===== src/rtl/mnist_pkg.sv =====
// mnist_pkg: sizing constants and FSM encoding shared by the dense layer sequencer.
package mnist_pkg;
  localparam int N_IN = 784;
  localparam int N_OUT = 10;
  localparam int ADDR_W = 13;
  localparam int PIX_W = 10;
  localparam int ACC_W = 26;
  localparam int IDX_W = 4;
  localparam int PROD_W = 17;
  typedef enum logic [2:0] {IDLE, RUN, DRAIN, EMIT, DONE} state_t;
endpackage


===== src/rtl/dense_layer_sequencer_if.sv =====
// dense_layer_sequencer_if: control, memory-read and result-stream signals of the sequencer.
interface dense_layer_sequencer_if;
  import mnist_pkg::*;
  logic start, busy, done, out_valid, out_ready;
  logic [ADDR_W-1:0] rom_addr;
  logic signed [7:0] rom_data;
  logic [PIX_W-1:0] pix_addr;
  logic [7:0] pix_data;
  logic [IDX_W-1:0] out_idx, class_idx;
  logic signed [ACC_W-1:0] out_sum;
  modport master (
    output start, rom_data, pix_data, out_ready,
    input busy, done, rom_addr, pix_addr, out_valid, out_idx, out_sum, class_idx
  );
  modport slave (
    input start, rom_data, pix_data, out_ready,
    output busy, done, rom_addr, pix_addr, out_valid, out_idx, out_sum, class_idx
  );
endinterface


===== src/rtl/mac_unit.sv =====
// mac_unit: registered signed-weight x unsigned-pixel product feeding an accumulator one cycle later.
module mac_unit
  import mnist_pkg::*;
(
  input  logic                    clk,
  input  logic                    rst_n,
  input  logic                    clr,
  input  logic                    en,
  input  logic signed [7:0]       w,
  input  logic        [7:0]       p,
  output logic signed [ACC_W-1:0] acc
);
  logic signed [PROD_W-1:0] prod;
  always_ff @(posedge clk or negedge rst_n)
    if (!rst_n) begin
      prod <= '0;
      acc <= '0;
    end else if (clr) begin
      prod <= '0;
      acc <= '0;
    end else if (en) begin
      prod <= PROD_W'(w) * PROD_W'($signed({1'b0, p}));
      acc <= acc + ACC_W'(prod);
    end
endmodule


===== src/rtl/dense_layer_sequencer.sv =====
// dense_layer_sequencer: walks N_OUT neurons over N_IN pixels, streams each neuron sum, tracks argmax.
module dense_layer_sequencer
  import mnist_pkg::*;
(
  input logic clk,
  input logic rst_n,
  dense_layer_sequencer_if.slave bus
);
  state_t state, next;
  logic [PIX_W-1:0] i;
  logic [IDX_W-1:0] j, class_idx;
  logic [ADDR_W-1:0] rom_addr;
  logic signed [ACC_W-1:0] acc, max_sum;
  logic fire, last_i, last_j;
  assign fire = state == EMIT && bus.out_ready;
  assign last_i = i == PIX_W'(N_IN - 1);
  assign last_j = j == IDX_W'(N_OUT - 1);
  mac_unit mac (
    .clk(clk),
    .rst_n(rst_n),
    .clr(state == IDLE || fire),
    .en(state == RUN || state == DRAIN),
    .w(bus.rom_data),
    .p(bus.pix_data),
    .acc(acc)
  );
  always_ff @(posedge clk or negedge rst_n)
    if (!rst_n) state <= IDLE;
    else state <= next;
  always_comb begin
    next = state;
    case (state)
      IDLE: next = bus.start ? RUN : IDLE;
      RUN: next = last_i ? DRAIN : RUN;
      DRAIN: next = EMIT;
      EMIT: next = bus.out_ready ? (last_j ? DONE : RUN) : EMIT;
      default: next = IDLE;
    endcase
  end
  // Address steps on the last pixel are deferred to the handshake so rom_addr never passes the final weight.
  always_ff @(posedge clk or negedge rst_n)
    if (!rst_n) begin
      i <= '0;
      j <= '0;
      rom_addr <= '0;
      max_sum <= '0;
      class_idx <= '0;
    end else if (state == RUN && !last_i) begin
      i <= i + PIX_W'(1);
      rom_addr <= rom_addr + ADDR_W'(1);
    end else if (fire) begin
      i <= '0;
      if (!last_j) begin
        j <= j + IDX_W'(1);
        rom_addr <= rom_addr + ADDR_W'(1);
      end
      if (j == '0 || acc > max_sum) begin
        max_sum <= acc;
        class_idx <= j;
      end
    end else if (state == DONE) begin
      j <= '0;
      rom_addr <= '0;
    end
  always_comb begin
    bus.busy = state == RUN || state == DRAIN || state == EMIT;
    bus.done = state == DONE;
    bus.out_valid = state == EMIT;
    bus.rom_addr = rom_addr;
    bus.pix_addr = i;
    bus.out_idx = j;
    bus.out_sum = acc;
    bus.class_idx = class_idx;
  end
endmodule


===== src/flat_wrapper.sv =====
// flat-port wrapper written by rule: the top's interface ports become plain ports
module dense_layer_sequencer_flat import mnist_pkg::*;
  (clk, rst_n, bus_start, bus_rom_data, bus_pix_data, bus_out_ready, bus_busy, bus_done, bus_rom_addr, bus_pix_addr, bus_out_valid, bus_out_idx, bus_out_sum, bus_class_idx);
  dense_layer_sequencer_if bus_i ();
  input logic clk;
  input logic rst_n;
  input wire logic [$bits(bus_i.start)-1:0] bus_start;
  input wire logic [$bits(bus_i.rom_data)-1:0] bus_rom_data;
  input wire logic [$bits(bus_i.pix_data)-1:0] bus_pix_data;
  input wire logic [$bits(bus_i.out_ready)-1:0] bus_out_ready;
  output wire logic [$bits(bus_i.busy)-1:0] bus_busy;
  output wire logic [$bits(bus_i.done)-1:0] bus_done;
  output wire logic [$bits(bus_i.rom_addr)-1:0] bus_rom_addr;
  output wire logic [$bits(bus_i.pix_addr)-1:0] bus_pix_addr;
  output wire logic [$bits(bus_i.out_valid)-1:0] bus_out_valid;
  output wire logic [$bits(bus_i.out_idx)-1:0] bus_out_idx;
  output wire logic [$bits(bus_i.out_sum)-1:0] bus_out_sum;
  output wire logic [$bits(bus_i.class_idx)-1:0] bus_class_idx;
  assign bus_i.start = bus_start;
  assign bus_i.rom_data = bus_rom_data;
  assign bus_i.pix_data = bus_pix_data;
  assign bus_i.out_ready = bus_out_ready;
  assign bus_busy = bus_i.busy;
  assign bus_done = bus_i.done;
  assign bus_rom_addr = bus_i.rom_addr;
  assign bus_pix_addr = bus_i.pix_addr;
  assign bus_out_valid = bus_i.out_valid;
  assign bus_out_idx = bus_i.out_idx;
  assign bus_out_sum = bus_i.out_sum;
  assign bus_class_idx = bus_i.class_idx;
  dense_layer_sequencer u_core (.clk(clk), .rst_n(rst_n), .bus(bus_i));
endmodule

===== config.mk =====
export PLATFORM = sky130hd
export DESIGN_NAME = dense_layer_sequencer_flat
export DESIGN_NICKNAME = d
export VERILOG_FILES = /design/src/rtl/mnist_pkg.sv /design/src/rtl/dense_layer_sequencer_if.sv /design/src/rtl/mac_unit.sv /design/src/rtl/dense_layer_sequencer.sv /design/src/flat_wrapper.sv
export SDC_FILE = /design/constraint.sdc
export NUM_CORES = 1
export LEC_CHECK = 0
export BUFFER_PORTS_ARGS = -buffer_cell sky130_fd_sc_hd__buf_2
export CAP_MARGIN = 20
export CORE_MARGIN = 1.5
export CORE_UTILIZATION = 55
export DETAILED_ROUTE_END_ITERATION = 12
export GPL_ROUTABILITY_DRIVEN = 0
export HOLD_SLACK_MARGIN = 0.06
export PLACE_DENSITY = 0.78
export SLEW_MARGIN = 20
export SYNTH_ARGS = -nofsm -noshare
export SYNTH_HDL_FRONTEND = slang
export SYNTH_SLANG_ARGS = --single-unit

===== constraint.sdc =====
create_clock -name clk -period 3 [get_ports clk]
set_clock_uncertainty 0.2 [all_clocks]
set_input_delay 0.15 -clock clk [delete_from_list [all_inputs] [get_ports clk]]
set_output_delay 0.15 -clock clk [all_outputs]
set_load 0.1 [all_outputs]

### Word-level counts from Yosys, hierarchy flattened

Cells that the tools add are included.

| word-level totals | value |
|---|---|
| register bits | 103 |
| bits in latches | 0 |
| bits in writable memories | 0 |
| ROM bits | 0 |
| input bits | 20 |
| output and inout bits | 60 |
| word-level logic and storage cells | 57 |
| memories kept | 0 |

| cells by class | value |
|---|---|
| add/subtract/negate cells | 4 |
| $mul | 1 |
| divide/modulo/power cells | 0 |
| order comparisons | 1 |
| equal/unequal tests | 8 |
| shift operators | 0 |
| multiplexer cells | 18 |
| bitwise logic cells | 1 |
| reductions and logical operators | 16 |

Operator list:

| cell | number |
|---|---|
| $mux 13 | 4 |
| $mux 26 | 2 |
| $mux 17 | 2 |
| $add 26x17->26 | 1 |
| $gt 26x26->1 | 1 |
| $mux 10 | 2 |
| $mul 8x9->17 | 1 |
| $add 13x1->13 const B | 1 |
| $mux 4 | 3 |
| $pmux 3 s4 | 1 |
| $add 10x1->10 const B | 1 |
| $eq 10x10->1 const B | 1 |
| $eq 3x2->1 const B | 2 |
| $mux 3 | 2 |
| $reduce_and 3->1 | 2 |
| $reduce_bool 2->1 | 3 |
| $add 4x1->4 const B | 1 |
| $eq 4x4->1 const B | 1 |
| $logic_not 4->1 | 1 |
| $logic_or 1x1->1 | 4 |
| $eq 3x1->1 const B | 1 |
| $eq 3x3->1 const B | 1 |
| $logic_not 3->1 | 1 |
| $ne 3x3->1 const B | 1 |
| 8 further kinds | 9 |

### Logic depth before layout (Yosys ltp)

Gate-level depths: netlist (run 1).

| logic depth | value |
|---|---|
| word-level depth | 5 |
| gate-level depth with buffers | 19 |

### By module

From an unflattened synthesis (run 1), not the netlist that was laid out.

| second synthesis, totals | value |
|---|---|
| cells, all modules | 935 |
| area, all modules | 8758.4 µm² |

Modules (own cells, without submodules):

| module | instances | cells each | area each (µm²) | sequential area each (µm²) |
|---|---|---|---|---|
| mac_unit | 1 | 599 | 5337.6 | 1076.0 |
| dense_layer_sequencer | 1 | 336 | 3420.8 | 1501.4 |

### Worst setup path before layout (run 1)

Ideal clock, no wire load.

| timing path | value |
|---|---|
| path kind | in2reg |
| start point | input port bus_pix_data[0] |
| end point | register u_core.mac.prod[16] |
| library setup time | 0.133 ns |
| arrival | 4.046 ns |
| required time | 2.667 ns |
| setup slack | -1.379 ns |
| cell stages on the path | 17 |
| path buffers | 0 |
| path through | nand2b_1 > fa_1 > fa_1 > inv_1 > fa_1 > inv_1 > fa_1 > inv_1 > ha_1 > inv_1 > o21bai_1 > a2111oi_0 > nor2_1 > a41oi_1 > a21oi_1 > xnor2_1 > o21ai_0 |

| on the way | value |
|---|---|
| longest elaborated chain between the ends | 3 |

RTL lines:

| item | RTL line | source |
|---|---|---|
| start: declaration | flat_wrapper.sv:9 | `input wire logic [$bits(bus_i.pix_data)-1:0] bus_pix_data;` |
| $mul 8x9->17 | mac_unit.sv:22 | `prod <= PROD_W'(w) * PROD_W'($signed({1'b0, p}));` |
| $mux 17 | mac_unit.sv:21 | `end else if (en) begin` |
| $mux 17 | mac_unit.sv:18 | `end else if (clr) begin` |
| end signal: assignment | mac_unit.sv:22 |  |
| end: declaration | mac_unit.sv:13 | `logic signed [PROD_W-1:0] prod;` |

Every way passes these cells. The select of a mux whose other input is x is not followed.
A chain may end at the register's enable or synchronous reset.

### Worst setup path after layout (run 1)

| timing path | value |
|---|---|
| start point | input port bus_rom_data[1] |
| end point | register u_core.mac.prod[12] |

| on the way | value |
|---|---|
| longest elaborated chain between the ends | 3 |

RTL lines:

| item | RTL line | source |
|---|---|---|
| start: declaration | flat_wrapper.sv:8 | `input wire logic [$bits(bus_i.rom_data)-1:0] bus_rom_data;` |
| $mul 8x9->17 | mac_unit.sv:22 |  |
| $mux 17 | mac_unit.sv:21 |  |
| $mux 17 | mac_unit.sv:18 |  |

Every way passes these cells. The select of a mux whose other input is x is not followed.

==> run_results.csv, run 1 <==
group,metric,value,unit
run_status,status,"complete, but fails checks",
run_status,violations,"negative setup slack",
global_routing,grt_util_all_layers,0.266,
synthesis,synthArstFlopShare,1.00,
route,viasPerCell,5.74,
layout,synthToLayoutAreaGrowth,32.2,%
floorplan,die_height,125,um
worst_setup_path,cpMostUsedCell,"inv_2",
route,antenna_left,0,
power,p_leak,5.06,nW
worst_setup_path,r2r-start,"u_core.mac.acc[5]",
place,portBuffers,79,
clocking,numCtsBuffers,9,
floorplan,die_area,15700,sq um
run,max-cap-violations,0,
synthesis,synth_edf_count,0,
clocking,cts_num_sinks,103,
layout,drive_gt1_frac,0.354,
synthesis,synthCells,880,
timing,final.min_clock_period,3.89,ns
clocking,cts_tree,"yes",
route,drc,0,
place,placed_area,9700,sq um
synthesis,syn_area_per_cell,9.32,sq um
timing,fmax,257,MHz
timing,slew-limit-headroom,0.660,
worst_setup_path,cpPeakStageDelay,0.48,ns
clocking,cts_buffer_depth,2,
worst_setup_path,arrival,3.91,ns
global_routing,antenna_found_initial,0,
global_routing,grt_overflow_total,0,
clocking,cts_root_buf,"clkbuf_16",
floorplan,die_w,125,um
global_routing,grt_pass1_vias,7209,
layout,design_area,10800,sq um
power,powerDensity,1030,nW/um^2
timing,fin_tns_setup,-11.10,ns
layout,final_cells,1248,
route,vias,7162,
layout,n_antenna_cell,0,
clocking,htree_levels,3,
floorplan,initial_core_util,0.565,
route,drt_iter0_drc,328,
route,drt-total-wl,21600,um
global_routing,grt_start_max_net_pins,44,
synthesis,ys_warn_count,0,
synthesis,synth_fp_nets,1037,
timing,tightest_slew,0.514,ns
place,dp.cells,1206,
worst_setup_path,critPathKind,"in -> reg",
synthesis,synth_top_flop_cell,"dfrtp_1",
min_path,worst_hold_path_type,"in -> async",
worst_setup_path,required,3.02,ns
power,finalPower,0.0112,W
timing,finalHoldViolCount,0,
timing,finalMaxSlewViolations,0,
floorplan,core_area,14500,sq um
worst_setup_path,crit_chain,"buf_8 -> and2_4 -> ha_4 -> inv_2 -> fa_1 -> inv_2 -> ha_4 -> inv_2 -> fa_1 -> inv_2 -> ha_4 -> fa_2 -> a21oi_4 -> o21bai_4 -> a2111oi_4 -> nor2_2 -> buf_4 -> a21oi_2 -> xor2_1 -> o21ai_1",
clocking,clk_latency,0.36,ns
place,dp.final_hpwl,14800,um
timing,setup_viol,44,
layout,nFillCells,980,
worst_setup_path,cp_slowest_cell,"fa_1",
route,wire_per_inst,17.3,um
synthesis,ys_seq_area_frac,0.314,
floorplan,ios,80,
worst_setup_path,crit_path_start,"bus_rom_data[1]",
layout,final_nets,1216,
floorplan,row_count,44,
global_routing,grt_pass1_wl,34200,um
timing,fin_crit_sh,1.30,
layout,utilization,0.746,
route,wl_met3,751,um
route,wl_met2,11400,um
worst_setup_path,end_kind,"register",
worst_setup_path,startpoint_type,"primary input",
synthesis,synth_area,8210,sq um
timing,fin_ws,-0.889,ns
route,dr.max_layer_used,"met4",
clocking,clk_pin_slew,0.08,ns
synthesis,ys_ff_latch,103,
synthesis,yosysUniqueCellTypes,57,
route,firstDrtPassIters,5,
timing,rsz0062_at_grt,"true",
route,wl_met1,8750,um
power,ir_drop,587,uV
worst_setup_path,path_max_fanout,7,
critical path: cells and delay by family:
family | cells | cell delay (ns)
simple gates | 2 | 0.24
compound gates | 5 | 0.89
xor+xnor | 1 | 0.15
fa+ha+maj | 6 | 2.04
buf+inv | 6 | 0.42
path summary, 6_finish.rpt:
kind	to	slack, ns	depth (start not counted)
min in group clk	u_core.mac.prod[2]	0.20	4
min reg2reg	u_core.mac.prod[11]	0.30	2
min	u_core.bus.pix_addr[3]	0.09	2
max	u_core.mac.prod[12]	-0.89	20
max reg2reg	u_core.max_sum[15]	-0.19	10
max in group asynchronous	u_core.bus.out_idx[0]	1.77	3
registers in the layout, indices dropped and copies added (netlist names):
register	cells
u_core.mac.acc	26
u_core.bus.pix_addr	10
u_core.mac.prod	17
u_core.max_sum	26
u_core.bus.out_idx	4
u_core.bus.class_idx	4
u_core.state	3
u_core.bus.rom_addr	13
through the flow:
| step | hold WS, ns | setup slack [ns] |
|---|---|---|
| final | 0.0875 | -0.889 |
| after global placement | -0.0520 | -1.12 |
| after global routing | 0.136 | -0.994 |
| after CTS | 0.100 | -0.752 |
| after detailed placement | -0.0583 | -1.23 |
| after floorplan | -0.346 | -0.881 |
timing repair:
| action | CTS | global route |
|---|---|---|
| gates cloned | 3 | 0 |
| hold endpoints to repair | 105 | 0 |
| buffers inserted | 8 | 12 |
| endpoints found under the setup margin | 42 | 50 |
| gates resized for setup | 81 | 59 |
| pin swaps | 38 | 46 |
| hold buffers | 5 | 0 |
power breakdown:
group | internal (W) | switching, W | leakage [nW] | total (W)
Combinational | 0.00317 | 0.00458 | 3.64 | 0.00776
Sequential | 0.00179 | 0.000297 | 1.27 | 0.00209
Clock | 0.000742 | 0.000566 | 0.158 | 0.00131
cell type report:
cell class / count / area (sq um) / area share
Timing Repair Buffer: 189 / 1440 / 0.133
Sequential cell: 103 / 2650 / 0.244
Multi-Input combinational cell: 659 / 5830 / 0.538
Tap cell: 184 / 230 / 0.0212
Clock buffer: 9 / 225 / 0.0208
Clock inverter: 7 / 101 / 0.00934
Inverter: 97 / 370 / 0.0341
placed cells by master, fill, tap and decap left out, types with 22 or more instances in the layout:
master / instances
a21oi_1: 32
and2_1: 33
buf_2: 64
buf_4: 96
dfrtp_1: 74
fa_1: 33
ha_1: 70
ha_4: 27
inv_1: 77
mux2_2: 23
nand2_1: 89
nor2_1: 45
o21ai_0: 56
xor2_1: 22
cell usage after synthesis (all sizes together), types with 4 or more instances:
| cell type | count | area [sq um] |
|---|---|---|
| a22o | 6 | 52.6 |
| o21a | 4 | 30.0 |
| nand3 | 20 | 100 |
| fa | 38 | 761 |
| nor3 | 9 | 50.1 |
| nand2 | 92 | 345 |
| inv | 97 | 364 |
| and2 | 45 | 282 |
| dfrtp | 103 | 2580 |
| clkbuf | 12 | 45.0 |
| a21oi | 42 | 214 |
| mux2 | 29 | 327 |
| nand2b | 9 | 56.3 |
| ha | 99 | 1240 |
| nand4 | 10 | 62.6 |
| o21ai | 71 | 355 |
| o21bai | 9 | 67.6 |
| a211oi | 8 | 60.1 |
| o211ai | 8 | 65.1 |
| a21o | 13 | 97.6 |
| and3 | 8 | 55.1 |
| xor2 | 23 | 201 |
| or3 | 10 | 62.6 |
| nor2 | 49 | 184 |
| buf | 9 | 70.1 |
| xnor2 | 19 | 166 |
| a31oi | 5 | 31.3 |
cells by family (layout without fill, tap and decap cells):
group / Yosys count / in the layout / share of synthesized area
mux: 29 / 29 / 0.0398
simple gates: 264 / 264 / 0.158
xor+xnor: 42 / 42 / 0.0448
flops: 103 / 103 / 0.314
fa+ha+maj: 137 / 137 / 0.244
buf+inv: 118 / 302 / 0.0584
compound gates: 187 / 187 / 0.141
routing by layer:
layer	up-vias	global-route usage
li1	3376	-
met1	3528	0.329
met2	204	0.472
met3	54	0.0394
met4	0	0.100
met5	-	0
Power figures use the tool's default switching activity.
==> run 2, diff against run 1 <==
--- a/config.mk
+++ b/config.mk
@@ -7,7 +7,8 @@
 export LEC_CHECK = 0
 export BUFFER_PORTS_ARGS = -buffer_cell sky130_fd_sc_hd__buf_2
 export CAP_MARGIN = 20
-export CORE_MARGIN = 1.5
+export CORE_ASPECT_RATIO = 1.5
+export CORE_MARGIN = 10
 export CORE_UTILIZATION = 55
 export DETAILED_ROUTE_END_ITERATION = 12
 export GPL_ROUTABILITY_DRIVEN = 0
==> run_results.csv, run 2 (synthesis results as in run 1) <==
group,metric,value,unit
layout,utilization,0.755,
place,dp.final_hpwl,15900,um
layout,final_common_cell,"buf_4",
power,ir_drop,521,uV
place,place_ws,-1.23,ns
worst_setup_path,end_kind,"register",
floorplan,die_w,120,um
place,portBuffers,79,
worst_setup_path,path_max_fanout,8,
floorplan,initial_core_util,0.562,
global_routing,grt_pass1_wl,35400,um
route,drt-total-wl,22800,um
floorplan,ios,80,
route,wire_per_inst,17.9,um
floorplan,die_area,20300,sq um
route,viasPerCell,5.71,
worst_setup_path,cpMostUsedCell,"inv_2",
clocking,cts_root_buf,"clkbuf_16",
layout,final_nets,1229,
clocking,numCtsBuffers,9,
worst_setup_path,arrival,3.90,ns
timing,fin_crit_sh,1.29,
global_routing,grt_start_max_net_pins,46,
route,drt_iter0_drc,539,
power,powerDensity,1040,nW/um^2
clocking,clk_latency,0.35,ns
route,antenna_left,0,
worst_setup_path,crit_chain,"buf_12 -> and2_4 -> ha_4 -> inv_2 -> fa_1 -> inv_2 -> ha_4 -> inv_2 -> fa_1 -> inv_2 -> ha_4 -> fa_2 -> a21oi_4 -> o21bai_4 -> a2111oi_4 -> nor2_2 -> a41oi_2 -> a21oi_1 -> xnor2_1 -> o21ai_1",
worst_setup_path,critPathKind,"in -> reg",
clocking,htree_levels,3,
timing,fin_ws,-0.872,ns
power,finalPower,0.0114,W
timing,fmax,258,MHz
run,max-cap-violations,0,
clocking,clk_pin_slew,0.07,ns
clocking,cts_buffer_depth,2,
timing,final.min_clock_period,3.87,ns
global_routing,grt_util_all_layers,0.209,
timing,rsz0062_at_grt,"true",
route,drc,0,
layout,drive_gt1_frac,0.355,
worst_setup_path,cpPeakStageDelay,0.51,ns
layout,n_antenna_cell,0,
clocking,cts_tree,"yes",
timing,tightest_slew,0.585,ns
route,vias,7267,
power,p_leak,5.16,nW
worst_setup_path,required,3.03,ns
timing,slew-limit-headroom,0.610,
floorplan,die_height,170,um
min_path,worst_hold_path_type,"in -> reg",
run_status,violations,"negative setup slack",
floorplan,row_count,54,
run_status,status,"complete, but fails checks",
worst_setup_path,cp_slowest_cell,"fa_1",
layout,reg.largest.list,"u_core.mac.acc x26, u_core.max_sum x26, u_core.mac.prod x17",
timing,finalMaxSlewViolations,0,
worst_setup_path,startpoint_type,"primary input",
floorplan,core_area,14600,sq um
global_routing,antenna_found_initial,0,
timing,finalHoldViolCount,0,
clocking,cts_num_sinks,103,
timing,fin_tns_setup,-11.44,ns
layout,synthToLayoutAreaGrowth,34.2,%
route,firstDrtPassIters,5,
timing,whs,0.0826,ns
global_routing,grt_pass1_vias,7577,
timing,setup_viol,41,
layout,mostFrequentLayoutCells,"buf_4, nand2_1, inv_1, dfrtp_1, ha_1",
global_routing,grt_overflow_total,0,
==> run 2: final cells by class <==
class	count	area [sq um]
Clock buffer	13	250
Clock inverter	3	68.8
Fill cell	955	3580
Inverter	97	370
Multi-Input combinational cell	659	5860
Sequential cell	103	2650
Tap cell	196	245
Timing Repair Buffer	202	1570
==> run 2: what timing repair did <==
item,CTS,global route
resized for setup,83,66
endpoints found under the hold margin,47,0
hold buffers,4,0
endpoints found under the setup margin,44,50
gates cloned,1,1
setup buffers,14,12
pin swaps,33,37
==> run 2: power by group <==
part	internal (W)	total (W)	switching, W
clock network	0.000759	0.00129	0.000528
registers	0.00179	0.00207	0.000283
logic	0.00340	0.00806	0.00466
==> run 2: critical path: cells and delay by family <==
kind	cells	cell delay, ns
buf+inv	5	0.27
xor+xnor	1	0.15
simple gates	2	0.24
compound gates	6	1.03
fa+ha+maj	6	2.06
==> run 2: final timing paths <==
path,from,to,slack [ns],cells after the start
hold reg to reg,u_core.mac.prod[9],u_core.mac.prod[9],0.29,2
max in group asynchronous,rst_n,u_core.mac.acc[6],1.71,3
setup reg to reg,u_core.mac.acc[13],u_core.max_sum[7],-0.15,10
hold / removal,bus_rom_data[2],u_core.mac.prod[2],0.08,4
setup / recovery,bus_pix_data[3],u_core.mac.prod[16],-0.87,20
min in group asynchronous,rst_n,u_core.bus.pix_addr[3],0.16,2
==> run 2: per-layer routing <==
layer	vias up	part of all wire	routed length [um]	GRT usage
met5	-	0	0	0
met4	0	0.042	950	0.0837
met3	64	0.046	1040	0.0430
met2	202	0.56	12800	0.410
met1	3589	0.35	7920	0.206
li1	3412	-	-	-
==> run 2: stage by stage <==
step	instances	area (sq um)
6_report	1273	11000
5_1_grt	1273	11000
4_1_cts	1263	10600
3_5_place_dp	1228	9820
3_3_place_gp	1228	9820
2_1_floorplan	880	8540
